$ cat config.mk
export PLATFORM = sky130hd
export DESIGN_NAME = powerup_controller_flat
export DESIGN_NICKNAME = d
export VERILOG_FILES = /design/src/rtl/pu_pkg.sv /design/src/rtl/powerup_controller_if.sv /design/src/rtl/powerup_boost_timer.sv /design/src/rtl/powerup_controller.sv /design/src/flat_wrapper.sv
export SDC_FILE = /design/constraint.sdc
export NUM_CORES = 1
export LEC_CHECK = 0
export CAP_MARGIN = 30
export CELL_PAD_IN_SITES_DETAIL_PLACEMENT = 0
export CELL_PAD_IN_SITES_GLOBAL_PLACEMENT = 1
export CORE_MARGIN = 10
export CORE_UTILIZATION = 28
export CTS_CLUSTER_SIZE = 25
export DETAILED_ROUTE_END_ITERATION = 8
export PLACE_DENSITY_LB_ADDON = 0.1
export SLEW_MARGIN = 20
export SYNTH_ARGS = -nofsm -noshare
export SYNTH_HDL_FRONTEND = slang
export SYNTH_SLANG_ARGS = --single-unit
export TNS_END_PERCENT = 5
$ cat constraint.sdc
create_clock -name clk -period 3.8 [get_ports clk]
set_input_delay 0.38 -clock clk [delete_from_list [all_inputs] [get_ports clk]]
set_output_delay 0.38 -clock clk [all_outputs]
set_load 0.02 [all_outputs]
$ cat src/rtl/pu_pkg.sv
// Shared types and defaults for the power-up pickup logic.
// Power-up classification and FSM state encodings live here.
package pu_pkg;

  typedef enum logic [1:0] {
    PU_NONE  = 2'b00,
    PU_BOMB  = 2'b01,
    PU_BLAST = 2'b10,
    PU_SPEED = 2'b11
  } powerup_t;

  typedef enum logic [1:0] {
    IDLE,
    PENDING,
    APPLY,
    COOLDOWN
  } pu_state_t;

  localparam int unsigned BLAST_INIT_DEF    = 1;
  localparam int unsigned BLAST_MAX_DEF     = 5;
  localparam int unsigned BOOST_SECONDS_DEF = 10;

  // Saturating increment of the blast radius.
  function automatic logic [2:0] blast_step(input logic [2:0] cur, input logic [2:0] ceiling);
    return (cur < ceiling) ? cur + 3'd1 : cur;
  endfunction

endpackage

$ cat src/rtl/powerup_controller_if.sv
// Frame/timing inputs, sprite overlap inputs and effect outputs of the power-up controller.
// There is no back-pressure: inc_bomb and collect_pulse are single-cycle strobes consumers must accept.
interface powerup_controller_if;
  import pu_pkg::*;

  logic       startOfFrame;
  logic       OneSecPulse;
  logic       player_DR;
  logic       powerup_DR;
  logic [1:0] powerup_type;
  logic       score_reset;

  logic       inc_bomb;
  logic [2:0] blast_num;
  logic       speed_boost;
  logic [3:0] boost_left;
  logic       collect_pulse;
  pu_state_t  dbg_state;

  modport master (
    output startOfFrame, OneSecPulse, player_DR, powerup_DR, powerup_type, score_reset,
    input  inc_bomb, blast_num, speed_boost, boost_left, collect_pulse, dbg_state
  );

  modport slave (
    input  startOfFrame, OneSecPulse, player_DR, powerup_DR, powerup_type, score_reset,
    output inc_bomb, blast_num, speed_boost, boost_left, collect_pulse, dbg_state
  );

endinterface

$ cat src/rtl/powerup_boost_timer.sv
// Speed-boost countdown: reloads on a SPEED pickup and counts down once per second.
// A reload in the same cycle as a second tick wins; the count never wraps below zero.
module powerup_boost_timer
  import pu_pkg::*;
#(
  parameter int unsigned BOOST_SECONDS = BOOST_SECONDS_DEF
) (
  input  logic       clk,
  input  logic       resetN,
  input  logic       clear,
  input  logic       load,
  input  logic       one_sec_pulse,
  output logic [3:0] boost_left,
  output logic       speed_boost
);

  localparam logic [3:0] BOOST_V = 4'(BOOST_SECONDS);

  logic [3:0] next_left;

  always_comb begin
    next_left = boost_left;
    if (clear) begin
      next_left = 4'd0;
    end else if (load) begin
      next_left = BOOST_V;
    end else if (one_sec_pulse && (boost_left != 4'd0)) begin
      next_left = boost_left - 4'd1;
    end
  end

  always_ff @(posedge clk or negedge resetN) begin
    if (!resetN) begin
      boost_left  <= 4'd0;
      speed_boost <= 1'b0;
    end else begin
      boost_left  <= next_left;
      speed_boost <= (next_left != 4'd0);
    end
  end

endmodule

$ cat src/rtl/powerup_controller.sv
// Detects player/power-up overlap, applies the pickup effect at the end of the frame,
// then locks out further pickups until a whole frame passes without overlap.
module powerup_controller
  import pu_pkg::*;
#(
  parameter int unsigned BLAST_INIT    = BLAST_INIT_DEF,
  parameter int unsigned BLAST_MAX     = BLAST_MAX_DEF,
  parameter int unsigned BOOST_SECONDS = BOOST_SECONDS_DEF
) (
  input  logic               clk,
  input  logic               resetN,
  powerup_controller_if.slave bus
);

  localparam logic [2:0] BLAST_INIT_V = 3'(BLAST_INIT);
  localparam logic [2:0] BLAST_MAX_V  = 3'(BLAST_MAX);

  pu_state_t  state, state_nxt;
  powerup_t   latched, latched_nxt;
  logic       overlap, overlap_nxt;
  logic       hit;
  logic       in_apply;
  logic       apply_bomb;
  logic       apply_blast;
  logic       apply_speed;
  logic [2:0] blast_q;
  logic       inc_q;
  logic       collect_q;

  assign hit         = bus.player_DR & bus.powerup_DR & (bus.powerup_type != PU_NONE);
  assign in_apply    = (state == APPLY);
  assign apply_bomb  = in_apply & (latched == PU_BOMB)  & ~bus.score_reset;
  assign apply_blast = in_apply & (latched == PU_BLAST) & ~bus.score_reset;
  assign apply_speed = in_apply & (latched == PU_SPEED);

  always_comb begin
    state_nxt   = state;
    latched_nxt = latched;
    overlap_nxt = overlap;
    unique case (state)
      IDLE: begin
        if (hit) begin
          latched_nxt = powerup_t'(bus.powerup_type);
          state_nxt   = PENDING;
        end
      end
      PENDING: begin
        if (bus.startOfFrame) state_nxt = APPLY;
      end
      APPLY: begin
        state_nxt   = COOLDOWN;
        overlap_nxt = 1'b0;
      end
      COOLDOWN: begin
        // The frame boundary judges the frame just ended, then starts a fresh one.
        if (bus.startOfFrame) begin
          overlap_nxt = 1'b0;
          if (!overlap) state_nxt = IDLE;
        end else if (hit) begin
          overlap_nxt = 1'b1;
        end
      end
      default: state_nxt = IDLE;
    endcase
    if (bus.score_reset) begin
      state_nxt   = IDLE;
      latched_nxt = PU_NONE;
      overlap_nxt = 1'b0;
    end
  end

  always_ff @(posedge clk or negedge resetN) begin
    if (!resetN) begin
      state     <= IDLE;
      latched   <= PU_NONE;
      overlap   <= 1'b0;
      blast_q   <= BLAST_INIT_V;
      inc_q     <= 1'b0;
      collect_q <= 1'b0;
    end else begin
      state     <= state_nxt;
      latched   <= latched_nxt;
      overlap   <= overlap_nxt;
      inc_q     <= apply_bomb;
      collect_q <= in_apply & ~bus.score_reset;
      if (bus.score_reset) begin
        blast_q <= BLAST_INIT_V;
      end else if (apply_blast) begin
        blast_q <= blast_step(blast_q, BLAST_MAX_V);
      end
    end
  end

  powerup_boost_timer #(
    .BOOST_SECONDS(BOOST_SECONDS)
  ) u_boost_timer (
    .clk          (clk),
    .resetN       (resetN),
    .clear        (bus.score_reset),
    .load         (apply_speed),
    .one_sec_pulse(bus.OneSecPulse),
    .boost_left   (bus.boost_left),
    .speed_boost  (bus.speed_boost)
  );

  assign bus.inc_bomb      = inc_q;
  assign bus.collect_pulse = collect_q;
  assign bus.blast_num     = blast_q;
  assign bus.dbg_state     = state;

endmodule
$ cat src/flat_wrapper.sv
// flat-port wrapper written by rule: the top's interface ports become plain ports
module powerup_controller_flat import pu_pkg::*;
#(
  parameter int unsigned BLAST_INIT    = BLAST_INIT_DEF,
  parameter int unsigned BLAST_MAX     = BLAST_MAX_DEF,
  parameter int unsigned BOOST_SECONDS = BOOST_SECONDS_DEF
)
  (clk, resetN, bus_startOfFrame, bus_OneSecPulse, bus_player_DR, bus_powerup_DR, bus_powerup_type, bus_score_reset, bus_inc_bomb, bus_blast_num, bus_speed_boost, bus_boost_left, bus_collect_pulse, bus_dbg_state);
  powerup_controller_if bus_i ();
  input  logic clk;
  input  logic resetN;
  input wire logic [$bits(bus_i.startOfFrame)-1:0] bus_startOfFrame;
  input wire logic [$bits(bus_i.OneSecPulse)-1:0] bus_OneSecPulse;
  input wire logic [$bits(bus_i.player_DR)-1:0] bus_player_DR;
  input wire logic [$bits(bus_i.powerup_DR)-1:0] bus_powerup_DR;
  input wire logic [$bits(bus_i.powerup_type)-1:0] bus_powerup_type;
  input wire logic [$bits(bus_i.score_reset)-1:0] bus_score_reset;
  output wire logic [$bits(bus_i.inc_bomb)-1:0] bus_inc_bomb;
  output wire logic [$bits(bus_i.blast_num)-1:0] bus_blast_num;
  output wire logic [$bits(bus_i.speed_boost)-1:0] bus_speed_boost;
  output wire logic [$bits(bus_i.boost_left)-1:0] bus_boost_left;
  output wire logic [$bits(bus_i.collect_pulse)-1:0] bus_collect_pulse;
  output wire logic [$bits(bus_i.dbg_state)-1:0] bus_dbg_state;
  assign bus_i.startOfFrame = bus_startOfFrame;
  assign bus_i.OneSecPulse = bus_OneSecPulse;
  assign bus_i.player_DR = bus_player_DR;
  assign bus_i.powerup_DR = bus_powerup_DR;
  assign bus_i.powerup_type = bus_powerup_type;
  assign bus_i.score_reset = bus_score_reset;
  assign bus_inc_bomb = bus_i.inc_bomb;
  assign bus_blast_num = bus_i.blast_num;
  assign bus_speed_boost = bus_i.speed_boost;
  assign bus_boost_left = bus_i.boost_left;
  assign bus_collect_pulse = bus_i.collect_pulse;
  assign bus_dbg_state = bus_i.dbg_state;
  powerup_controller #(.BLAST_INIT(BLAST_INIT), .BLAST_MAX(BLAST_MAX), .BOOST_SECONDS(BOOST_SECONDS)) u_core (.clk(clk), .resetN(resetN), .bus(bus_i));
endmodule
# --- Word level (Yosys, flattened, before mapping) ---
# Index checks and enable logic that the tools add are counted.
totals:
  ff_bits: 15
  input_bits: 9
  out_inout_bits: 12
op_classes:
  n_addsub: 2
  n_lt_le_gt_ge: 1
  eq_ne: 11
  mux: 19
  bitwise_logic: 9
  reduce_logical: 14
op_table:
  columns: ["cell", "count"]
  rows:
  - ["2-to-1 mux 2 bit", 8]
  - ["2-to-1 mux 4 bit", 3]
  - ["nonzero test 2 bit", 5]
  - ["2-to-1 mux 3 bit", 3]
  - ["!= test 3 bit, second input constant", 3]
  - ["bitwise AND 1 bit", 8]
  - ["== test 2 bit, second input constant", 4]
  - ["case mux 2 bit (4 select lines)", 1]
  - ["nonzero test 4 bit", 2]
  - ["AND reduction 2 bit", 3]
  - ["== test 2 x 1 -> 1 bit, second input constant", 2]
  - ["!= test 4 x 3 -> 1 bit, second input constant", 1]
  - ["AND reduction 4 bit", 1]
  - ["subtractor 4 x 1 -> 4 bit, second input constant", 1]
  - ["adder 3 x 1 -> 3 bit, second input constant", 1]
  - ["< comparator 3 bit, second input constant", 1]
  - ["2-to-1 mux 1 bit", 3]
  - ["!= test 3 x 2 -> 1 bit, second input constant", 1]
  - ["nonzero test 3 bit", 1]
  - ["logical NOT 2 bit", 1]
  - ["case mux 1 bit (2 select lines)", 1]
  - ["logical AND 1 bit", 1]
  - ["NOT 1 bit", 1]

# --- Logic depth before layout (Yosys ltp) ---
logic_depth:
  ltp_word: 6
  depth_mapped: 6

# --- Cells and area by module ---
# From an unflattened synthesis, not the netlist that was laid out.
hier_totals:
  cells_unflattened: 79
  area_unflattened_um2: 842.1
by_module_without_submodules:
  columns: ["mod", "instances", "cells_per_inst", "area_each_um2"]
  rows:
  - ["powerup_controller", 1, 54, 575.6]
  - ["powerup_boost_timer", 1, 25, 266.5]

# --- Worst setup path after synthesis ---
# Ideal clock, no wire load.
synth_path:
  path_type: "register -> register"
  startpoint: "reg u_core.u_boost_timer.boost_left[0]"
  endpoint: "reg u_core.u_boost_timer.speed_boost"
  setup_ps: 139
  t_arrival_ps: 1764
  slack_ps: 1897
  path_stages_with_launch: 7
  n_path_buf: 0
  path_cell_list: "dfrtp_1 > inv_1 > ha_1 > nor3b_2 > o21a_1 > o211a_1 > or4_1"
synth_between:
  elab_chain_cells: 6
  elab_cells_between_ends: 7
  classes_between: "add/sub: 1; mux: 3; reduce/logical: 3"
synth_rtl:
  columns: ["element", "line_no", "source"]
  rows:
  - ["from (decl)", "powerup_boost_timer.sv:13", "output logic [3:0] boost_left,"]
  - ["from (signal assigned)", "powerup_boost_timer.sv:37", "boost_left <= next_left;"]
  - ["branches (longest 2 deep; another with subtractor 4 x 1 -> 4 bit)", null, null]
  - ["2-to-1 mux 4 bit (*)", "powerup_boost_timer.sv:27", "end else if (one_sec_pulse && (boost_left != 4'd0)) begin"]
  - ["2-to-1 mux 4 bit (*)", "powerup_boost_timer.sv:25", "end else if (load) begin"]
  - ["2-to-1 mux 4 bit (*)", "powerup_boost_timer.sv:23", "if (clear) begin"]
  - ["named net u_core.u_boost_timer.next_left[0]", "powerup_boost_timer.sv:19", "logic [3:0] next_left;"]
  - ["nonzero test 4 bit (*)", "powerup_boost_timer.sv:38", "speed_boost <= (next_left != 4'd0);"]
  - ["to (signal assigned)", "powerup_boost_timer.sv:38", null]
  - ["to (decl)", "powerup_boost_timer.sv:14", "output logic speed_boost"]
# Mark *: on every way through the listed nets, which the timed path passes.
# A chain may end at the register's enable or synchronous reset.

# --- Final worst setup path ---
layout_path:
  startpoint: "in bus_OneSecPulse"
  endpoint: "reg u_core.u_boost_timer.speed_boost"
layout_between:
  elab_chain_cells: 5
layout_rtl:
  columns: ["element", "line_no", "source"]
  rows:
  - ["from (decl)", "flat_wrapper.sv:13", "input wire logic [$bits(bus_i.OneSecPulse)-1:0] bus_OneSecPulse;"]
  - ["logical AND 1 bit", "powerup_boost_timer.sv:27", null]
  - ["2-to-1 mux 4 bit", "powerup_boost_timer.sv:27", null]
  - ["2-to-1 mux 4 bit", "powerup_boost_timer.sv:25", null]
  - ["2-to-1 mux 4 bit", "powerup_boost_timer.sv:23", null]
  - ["named net u_core.u_boost_timer.next_left[3]", "powerup_boost_timer.sv:19", null]
  - ["nonzero test 4 bit", "powerup_boost_timer.sv:38", null]
# The timed path passes the listed nets, and every way through them passes these cells.

==> flow_metrics.tcl <==
set metrics [dict create \
    fillers 286 \
    async_reset_ff_share_pct 100 \
    numPortBuffers 20 \
    clk_latency_ns 0.27 \
    p_leak_nw 0.495 \
    start_util_pct 29.2 \
    vias 640 \
    core_sq_mm 0.00273 \
    maxClockFrequency_mhz 520 \
    power.internal_mw 0.357 \
    status "completed" \
    drive_gt1_share_pct 7.00 \
    synth_top_cell_by_area "dfrtp_1" \
    clk_path_buf_depth 2 \
    avgSynthCellArea_sq_um 10.4 \
    ir_worst_vdd_uv 374 \
    max_stage_delay_ns 0.52 \
    layout.nets 116 \
    fin_skew_ns 0.00439 \
    p_per_area_mw_per_mm2 535 \
    drtAntennaViolNets 0 \
    place_inst 127 \
    final-max-slew-violation-count 0 \
    grt_overflow 0 \
    finalInstanceArea_sq_mm 0.00106 \
    slew_headroom_pct 55.6 \
    numCtsBuffers 3 \
    die_y_microns 73.4 \
    synth_edf_count 0 \
    cp_slowest_cell "or4_1" \
    synth_area_sq_um 797 \
    grt_pass1_wl_mm 3.04 \
    via_per_inst 4.89 \
    rsz0062_at_grt "false" \
    antenna_cells 0 \
    setup_viol 0 \
    die_x_microns 73.4 \
    clkTransAtPathRegs_ns 0.09 \
    finalNonFillerCells 131 \
    dp_slack_ns 1.59 \
    p_comb_share_pct 45.2 \
    grt_max_degree 16 \
    path_max_fanout 4 \
    dp_hpwl_mm 1.47 \
    drt_iter0_drc 3 \
    placementRows 19 \
    cap_violations 0 \
    fin_setup_tns_ns 0 \
    hold_class "in2async" \
    wirelength_mm 1.80 \
    antenna_found_initial 0 \
    gp_congestion 0.736 \
    synth.distinct_cells 27 \
    seq_area_frac_synth_pct 47.3 \
    crit_required_ns 3.95 \
    regArea_sq_um 377 \
    synthTopCellsByCount "dfrtp_1 (14), nor2_1 (8), inv_1 (7), ha_1 (6), nand2_1 (6)" \
    syn_inst 77 \
    multi_input_area_sq_um 390 \
    layout_setup_ws_ns 1.88 \
    dpl_cell_area_sq_mm 0.00103 \
    seqPwrFrac_pct 39.1 \
    cp.arrival_ns 2.08 \
    finalHoldViolCount 0 \
    wl_per_cell_microns 13.7 \
    dieArea_sq_mm 0.00538 \
    worstMarginPinSlew_ns 0.665 \
    grt_usage_pct 6.96 \
    io_pins 21 \
    synth_top_area_share_pct 44.0 \
    synth_most_common_cell "dfrtp_1" \
    worst_setup_path_end_kind "register" \
    cts_hold_buf 0 \
    drc 0 \
    cts_resized 0 \
    fin_crit_ns 1.92 \
    ys.flop_type "dfrtp_1" \
    clkPwrFrac_pct 15.7 \
    switching_share_pct 37.0 \
    path_cells "clkdlybuf4s50_1 > nor4b_1 > mux2i_1 > a21oi_1 > or4_1" \
    clock-sinks 15 \
    syn_nets 92 \
    finalCritPeriodShare_pct 50.6 \
    cts_tree "built" \
    finalPower_mw 0.566 \
    grt_pass1_vias 694 \
    cts_root_buffer "clkbuf_4" \
    post-cts-setup-buffer-count 0 \
    drtPass1Iterations 4 \
    yosys-top-cells-area "dfrtp_1 (44%), ha_1 (9.4%), mux2i_1 (6.3%)" \
    htree_levels 1 \
    area_growth_pct 32.8 \
    critPathLaunchType "input pin" \
    crit_type "in2reg" \
    yosys_warnings 0 \
    yosys_register_bits 15 \
    switchingPower_mw 0.209 \
]
==> logic make-up (layout without fill, tap and decap cells) <==
logic type,after synthesis,in the layout,share of synthesized area (%)
AND/OR/NAND/NOR,28,28,19.2
flip-flops,15,15,47.3
AO/OA/AOI/OAI,12,12,10.5
buffers and inverters,8,31,3.77
adder cells (fa/ha/maj),6,6,9.42
multiplexers,6,6,7.69
XOR/XNOR,2,2,2.20
==> cells in the final DEF, fill, tap and decap left out, types with 2 or more instances in the layout <==
cell type / netlist / layout
nor2_1: 8 / 8
dfrtp_1: 14 / 14
nor2b_1: 3 / 3
inv_1: 7 / 7
clkbuf_4: 0 / 3
o21ai_0: 3 / 3
nand2_1: 6 / 6
nand3_1: 2 / 2
a21oi_1: 3 / 3
ha_1: 6 / 6
nor3_1: 2 / 2
o211a_1: 2 / 2
mux2i_1: 5 / 5
xor2_1: 2 / 2
clkdlybuf4s50_1: 0 / 20
==> layout make-up <==
type,instances,area share (%)
Clock buffer,4,2.48
Sequential cell,15,35.6
Inverter,7,2.48
Timing Repair Buffer,20,18.9
Tap cell,31,3.66
Multi-Input combinational cell,54,36.9
==> layer usage <==
metal	up-vias	track usage (%)	share of wire, %
met2	15	11.6	45
li1	316	-	-
met5	-	0	0
met4	0	2.48	0.67
met3	2	3.23	9.1
met1	307	7.58	45
==> sequential cells by signal (all words and copies together) (netlist names) <==
signal,count
u_core.u_boost_timer.boost_left,4
u_core.bus.inc_bomb,1
u_core.bus.dbg_state,2
u_core.overlap,1
u_core.latched,2
u_core.bus.blast_num,3
u_core.bus.collect_pulse,1
u_core.u_boost_timer.speed_boost,1
==> stage by stage <==
stage,hold WS (ns),utilization [%]
CTS,0.523,38.7
global placement,0.553,37.8
global route,0.549,38.7
floorplan,0.0844,-
detailed placement,0.553,37.8
finish,0.502,38.7
==> path summary, 6_finish.rpt <==
kind / depth (start not counted) / slack, ns / to / start
worst min register to register: 1 / 0.56 / u_core.bus.inc_bomb$_DFF_PN0_ / u_core.latched[1]$_DFFE_PN0P_
max in group asynchronous: 1 / 2.87 / u_core.latched[0]$_DFFE_PN0P_ / resetN
min in group clk: 1 / 0.56 / u_core.bus.inc_bomb$_DFF_PN0_ / u_core.latched[1]$_DFFE_PN0P_
worst max-delay path: 5 / 1.88 / u_core.u_boost_timer.speed_boost$_DFF_PN0_ / bus_OneSecPulse
worst min-delay path: 1 / 0.50 / u_core.bus.dbg_state[1]$_DFFE_PN0P_ / resetN
worst max register to register: 6 / 1.90 / u_core.u_boost_timer.speed_boost$_DFF_PN0_ / u_core.u_boost_timer.boost_left[0]$_DFF_PN0_
==> critical path, delay by kind of cell <==
family	cells	cell delay (ns)
simple gates	2	0.85
buf+inv	1	0.51
compound gates	1	0.10
mux	1	0.24
==> power by group through the flow <==
| stage | registers [mW] | logic [mW] | clock network (mW) |
|---|---|---|---|
| final | 0.221 | 0.256 | 0.0891 |
| after global routing | 0.228 | 0.285 | 0.0983 |
| after CTS | 0.223 | 0.262 | 0.0935 |
| after detailed placement | 0.225 | 0.261 | 0 |
| after global placement | 0.226 | 0.263 | 0 |
| after floorplan | 0.251 | 0.132 | 0 |
Power figures use the tool's default switching activity.
